==> src/rtl/mul_pipeline.sv <==
// Five-stage RV32M MUL unit (EX1..EX5), one 8-bit rs2 slice accumulated per stage.
// Optional performance counters are enabled with `define MUL_PERF_CNT_EN.

package params_pkg;
    localparam int unsigned DATA_WIDTH     = 32;
    localparam int unsigned REGISTER_WIDTH = 5;
endpackage

module mul_pipeline #(
    parameter int unsigned DATA_WIDTH     = params_pkg::DATA_WIDTH,
    parameter int unsigned REGISTER_WIDTH = params_pkg::REGISTER_WIDTH,
    parameter int unsigned SLICE_WIDTH    = 8
) (
    input  logic                      clk_i,
    input  logic                      rst_ni,
    input  logic                      valid_i,
    input  logic                      hold_i,
    input  logic [DATA_WIDTH-1:0]     rs1_data_i,
    input  logic [DATA_WIDTH-1:0]     rs2_data_i,
    input  logic [REGISTER_WIDTH-1:0] wr_reg_i,
    output logic                      ex1_valid_o,
    output logic                      ex2_valid_o,
    output logic                      ex3_valid_o,
    output logic                      ex4_valid_o,
    output logic                      ex5_valid_o,
    output logic [REGISTER_WIDTH-1:0] ex1_wr_reg_o,
    output logic [REGISTER_WIDTH-1:0] ex2_wr_reg_o,
    output logic [REGISTER_WIDTH-1:0] ex3_wr_reg_o,
    output logic [REGISTER_WIDTH-1:0] ex4_wr_reg_o,
    output logic [REGISTER_WIDTH-1:0] ex5_wr_reg_o,
    output logic [DATA_WIDTH-1:0]     ex5_result_o,
    output logic                      wb_valid_o
`ifdef MUL_PERF_CNT_EN
    ,
    output logic [31:0]               mul_retired_cnt_o,
    output logic [31:0]               mul_hold_cnt_o
`endif
);

    // Accumulating stages EX1..EX4; DATA_WIDTH/SLICE_WIDTH is expected to be 4.
    localparam int unsigned NUM_ACC = DATA_WIDTH / SLICE_WIDTH;

    logic                      valid_q  [NUM_ACC];
    logic [REGISTER_WIDTH-1:0] wr_reg_q [NUM_ACC];
    logic [DATA_WIDTH-1:0]     acc_q    [NUM_ACC];
    // Operands are only needed by stages that still have a slice to add.
    logic [DATA_WIDTH-1:0]     rs1_q    [NUM_ACC-1];
    logic [DATA_WIDTH-1:0]     rs2_q    [NUM_ACC-1];

    logic                      ex5_valid_q;
    logic [REGISTER_WIDTH-1:0] ex5_wr_reg_q;
    logic [DATA_WIDTH-1:0]     ex5_result_q;

    // (a << idx*SLICE) * rs2 slice idx, truncated to DATA_WIDTH.
    function automatic logic [DATA_WIDTH-1:0] partial_product(
        input logic [DATA_WIDTH-1:0] a,
        input logic [DATA_WIDTH-1:0] b,
        input int unsigned           idx
    );
        logic [SLICE_WIDTH-1:0] slice;
        slice = SLICE_WIDTH'(b >> (idx * SLICE_WIDTH));
        return DATA_WIDTH'((a << (idx * SLICE_WIDTH)) * DATA_WIDTH'(slice));
    endfunction

    always_ff @(posedge clk_i or negedge rst_ni) begin
        if (!rst_ni) begin
            for (int unsigned k = 0; k < NUM_ACC; k++) begin
                valid_q[k]  <= 1'b0;
                wr_reg_q[k] <= '0;
                acc_q[k]    <= '0;
            end
            for (int unsigned k = 0; k < NUM_ACC - 1; k++) begin
                rs1_q[k] <= '0;
                rs2_q[k] <= '0;
            end
            ex5_valid_q  <= 1'b0;
            ex5_wr_reg_q <= '0;
            ex5_result_q <= '0;
        end else if (!hold_i) begin
            valid_q[0]  <= valid_i;
            wr_reg_q[0] <= wr_reg_i;
            rs1_q[0]    <= rs1_data_i;
            rs2_q[0]    <= rs2_data_i;
            acc_q[0]    <= partial_product(rs1_data_i, rs2_data_i, 0);
            for (int unsigned k = 1; k < NUM_ACC; k++) begin
                valid_q[k]  <= valid_q[k-1];
                wr_reg_q[k] <= wr_reg_q[k-1];
                acc_q[k]    <= acc_q[k-1] + partial_product(rs1_q[k-1], rs2_q[k-1], k);
            end
            for (int unsigned k = 1; k < NUM_ACC - 1; k++) begin
                rs1_q[k] <= rs1_q[k-1];
                rs2_q[k] <= rs2_q[k-1];
            end
            ex5_valid_q  <= valid_q[NUM_ACC-1];
            ex5_wr_reg_q <= wr_reg_q[NUM_ACC-1];
            // x0 writes must bypass as zero.
            ex5_result_q <= (wr_reg_q[NUM_ACC-1] == '0) ? '0 : acc_q[NUM_ACC-1];
        end
    end

    assign ex1_valid_o  = valid_q[0];
    assign ex2_valid_o  = valid_q[1];
    assign ex3_valid_o  = valid_q[2];
    assign ex4_valid_o  = valid_q[3];
    assign ex5_valid_o  = ex5_valid_q;
    assign ex1_wr_reg_o = wr_reg_q[0];
    assign ex2_wr_reg_o = wr_reg_q[1];
    assign ex3_wr_reg_o = wr_reg_q[2];
    assign ex4_wr_reg_o = wr_reg_q[3];
    assign ex5_wr_reg_o = ex5_wr_reg_q;
    assign ex5_result_o = ex5_result_q;
    assign wb_valid_o   = ex5_valid_q & ~hold_i;

`ifdef MUL_PERF_CNT_EN
    logic        any_valid;
    logic [31:0] retired_cnt_q;
    logic [31:0] hold_cnt_q;

    assign any_valid = valid_q[0] | valid_q[1] | valid_q[2] | valid_q[3] | ex5_valid_q;

    // Free-running counters, wrapping naturally at 2^32.
    always_ff @(posedge clk_i or negedge rst_ni) begin
        if (!rst_ni) begin
            retired_cnt_q <= '0;
            hold_cnt_q    <= '0;
        end else begin
            if (wb_valid_o) begin
                retired_cnt_q <= retired_cnt_q + 32'd1;
            end
            if (hold_i && any_valid) begin
                hold_cnt_q <= hold_cnt_q + 32'd1;
            end
        end
    end

    assign mul_retired_cnt_o = retired_cnt_q;
    assign mul_hold_cnt_o    = hold_cnt_q;
`endif

endmodule

==> config.mk <==
export PLATFORM = sky130hd
export DESIGN_NAME = mul_pipeline
export DESIGN_NICKNAME = d
export VERILOG_FILES = /design/src/rtl/mul_pipeline.sv
export SDC_FILE = /design/constraint.sdc
export NUM_CORES = 2
export LEC_CHECK = 0
export CAP_MARGIN = 20
export CORE_ASPECT_RATIO = 0.9
export CORE_MARGIN = 2
export CORE_UTILIZATION = 57
export DETAILED_ROUTE_END_ITERATION = 10
export GPL_TIMING_DRIVEN = 1
export PLACE_DENSITY = 0.79
export SYNTH_ARGS = -nofsm -noshare
export SYNTH_HDL_FRONTEND = slang
export SYNTH_SLANG_ARGS = --single-unit
==> constraint.sdc <==
create_clock -name clk_i -period 6.5 [get_ports clk_i]
set_input_delay 0.975 -clock clk_i [delete_from_list [all_inputs] [get_ports clk_i]]
set_output_delay 0.975 -clock clk_i [all_outputs]
set_load 0.02 [all_outputs]
==> impl_metrics.py <==
metrics = {
    "synthesis": {
        "synth-compound-area-share_pct": 7.957,
        "synth.yosys.seq_area_share_pct": 26.71,
        "avgSynthCellArea_sq_um": 10.20,
        "synthAdderAreaFrac_pct": 32.71,
        "synth_top_area_cell": "dfrtp_1",
        "synth-edff-count": 0,
        "ys.flop_type": "dfrtp_1",
        "yosys-mux-area-fraction_pct": 7.943,
        "synth_xor_area_share_pct": 4.773,
        "synth_warnings": 0,
        "yosys.area_share.simple_pct": 13.89,
        "async_reset_ff_share_pct": 100.0,
        "syn_nets": 3197,
        "netlist.area_leader.share_pct": 26.71,
        "synth_seq_cells": 286,
        "yosys-top-cells-area": "dfrtp_1 27%, fa_1 25%, mux2_2 7.9%, ha_1 7.4%, and2_1 6.7%",
        "ys_types": 62,
        "synthesis.area_sq_um": 26790,
        "syn_inst": 2627,
        "synth_top_family_by_area": "adder cells",
    },
    "route": {
        "dr.pass1.iters": 6,
        "final_antenna_net_count": 0,
        "drc": 0,
        "drtIter0Drc": 1317,
        "wl_per_cell_um": 18.65,
        "drt-total-wl_mm": 63.16,
        "vias": 18940,
        "avgViaCountPerCell": 5.593,
    },
    "layout": {
        "syn_to_final_growth_pct": 12.96,
        "filler_cell_count": 3698,
        "mostFrequentLayoutCells": "341 x nand2_1, 339 x fa_1, 310 x inv_1, 285 x and2_1, 278 x dfrtp_1",
        "n_antenna_cell": 0,
        "fin_area_sq_um": 30270,
        "drive_above_1_share_pct": 12.56,
        "fin_nets": 3320,
        "final_common_cell": "nand2_1",
        "instances_no_fill": 3387,
    },
    "clocking": {
        "cts.sinks": 286,
        "clockBufferDepth": 3,
        "cts-root-buf": "clkbuf_16",
        "insertion_delay_ns": 0.60,
        "cts-buffers-inserted": 31,
        "path_clk_slew_ns": 0.06,
        "ctsHtreeMaxLevel": 1,
        "holdBufCountCts": 0,
        "cts_tree": "built",
    },
    "worst_setup_path": {
        "critical_path_class": "reg2reg",
        "critPathLaunchType": "flop",
        "cp.required_ns": 6.95,
        "r2r_cells": 25,
        "cp_max_fo": 10,
        "arrival_ns": 6.67,
        "setup.worst_path.end_class": "flop",
        "rrSetupSlack_ns": 0.27,
    },
    "grt": {
        "grt-ovfl-total": 0,
        "grt_pass1_wl_mm": 104.6,
        "grt_pass1_vias": 20240,
        "grt_start_max_net_pins": 188,
        "track_usage_pct": 26.73,
        "antenna_found_initial": 0,
    },
    "placement": {
        "portBuffers": 135,
        "dpl.hpwl_mm": 49.02,
        "place_inst": 3324,
        "gp_congestion": 0.9312,
        "postPlaceCellArea_sq_um": 29020,
    },
    "timing": {
        "post-route-period-util_pct": 95.79,
        "setup_tns_ns": 0,
        "finalHoldViolations": 0,
        "fmax_mhz": 160.6,
        "skew_ns": 0.02558,
        "finalCriticalPeriod_ns": 6.227,
        "setup_viol_count_final": 0,
        "worst_pin_slew_ns": 1.004,
        "max_slew_margin_pct": 33.04,
        "finalMaxSlewViolations": 0,
    },
    "die": {
        "start_util_pct": 57.56,
        "pin_count": 136,
        "die_h_um": 209.7,
        "fp.dieW_um": 232.5,
        "core.rowCount": 75,
        "die-area_sq_um": 48760,
        "coreArea_sq_um": 46540,
    },
    "run": {
        "cap_violations": 0,
    },
    "status": {
        "status": "completed",
    },
    "worst_hold_path": {
        "hp-class": "in2async",
    },
}
-- worst max-delay path: stages (launching register included) --
cell	delay, ns
dfrtp_1	0.52
and2_1	0.25
fa_1	0.51
fa_1	0.50
fa_1	0.49
inv_1	0.05
fa_1	0.47
inv_1	0.04
ha_1	0.36
nand3_1	0.10
o2111ai_1	0.29
o22ai_1	0.15
nand2b_4	0.18
o21ai_1	0.17
a21o_1	0.14
a21oi_1	0.07
xnor2_1	0.14
ha_1	0.35
a2111oi_2	0.40
buf_4	0.18
a21oi_1	0.07
a21oi_2	0.15
o21ai_1	0.10
xnor2_1	0.20
xnor2_1	0.13
o21ai_0	0.08
-- Yosys cell counts (4+ instances only) --
library cell,n
nand2_1,341
fa_1,339
inv_1,310
and2_1,286
dfrtp_1,286
mux2_2,189
ha_1,158
clkbuf_1,107
xnor2_1,91
o21ai_0,87
a21oi_1,86
xor2_1,55
nor2_1,43
a21o_1,35
a22o_1,32
nand3_1,20
nor3_1,16
o21bai_1,16
nand2b_1,13
buf_1,11
a31oi_1,9
o211ai_1,8
nor2b_1,7
o21a_1,7
o21ai_1,7
or3_1,7
and3_1,5
o31ai_1,4
-- worst paths after layout --
| path | start | end |
|---|---|---|
| setup / recovery | rs1_q[70]$_DFFE_PN0N_ | acc_q[95]$_DFFE_PN0N_ |
| hold / removal | rst_ni | ex5_wr_reg_o[3]$_DFFE_PN0N_ |
| setup reg to reg | rs1_q[70]$_DFFE_PN0N_ | acc_q[95]$_DFFE_PN0N_ |
| hold reg to reg | acc_q[103]$_DFFE_PN0N_ | acc_q[103]$_DFFE_PN0N_ |
| max in group asynchronous | rst_ni | rs2_q[79]$_DFFE_PN0N_ |
| min in group clk_i | acc_q[103]$_DFFE_PN0N_ | acc_q[103]$_DFFE_PN0N_ |
-- flip-flops by register name, summed over array words and instances, names as in the netlist, 5 cells and up --
signal        cells
acc_q           128
ex1_wr_reg_o      5
ex2_wr_reg_o      5
ex3_wr_reg_o      5
ex4_wr_reg_o      5
ex5_result_o     32
ex5_wr_reg_o      5
rs1_q            48
rs2_q            48
-- per-layer routing --
layer	part of all wire (%)	up-vias	global-route usage [%]
met4	3.0	0	7.907
met1	43	9553	36.66
met5	0	-	0
met3	6.1	125	3.859
met2	48	609	44.37
li1	-	8656	-
-- logic make-up (layout without fill, tap and decap cells) --
group           after synthesis  after routing
xor+xnor                    146            146
fa+ha+maj                   497            497
mux                         189            189
buf+inv                     429            573
flops                       286            286
compound gates              327            327
simple gates                753            753
-- layout make-up --
class / count / area, sq um / area share [%]
Clock buffer: 43 / 890.9 / 2.943
Multi-Input combinational cell: 1912 / 18120 / 59.86
Clock inverter: 11 / 181.4 / 0.5994
Inverter: 310 / 1164 / 3.845
Timing Repair Buffer: 209 / 1977 / 6.532
Sequential cell: 286 / 7167 / 23.68
Tap cell: 616 / 770.7 / 2.547
-- through the flow --
step | worst slack (ns) | hold WS [ns] | util [%]
4_1_cts | 0.008723 | 0.4357 | 64.66
3_3_place_gp | 0.01092 | 0.4642 | 62.35
3_5_place_dp | -0.08675 | 0.4709 | 62.35
5_1_grt | -0.05240 | 0.4769 | 65.03
6_report | 0.2735 | 0.4093 | 65.03
2_1_floorplan | 0.2619 | 0.4483 | -
-- what timing repair did --
| item | 4_1_cts | 5_1_grt |
|---|---|---|
| hold endpoints to repair | 0 | 0 |
| buffers inserted | 0 | 9 |
| pin swaps | 0 | 8 |
| endpoints found under the setup margin | 1 | 4 |
| gates resized for setup | 3 | 23 |
Power is left out: the tool's default activity adds up to more than one toggle a clock period on the data nets, which glitch-free logic cannot reach.
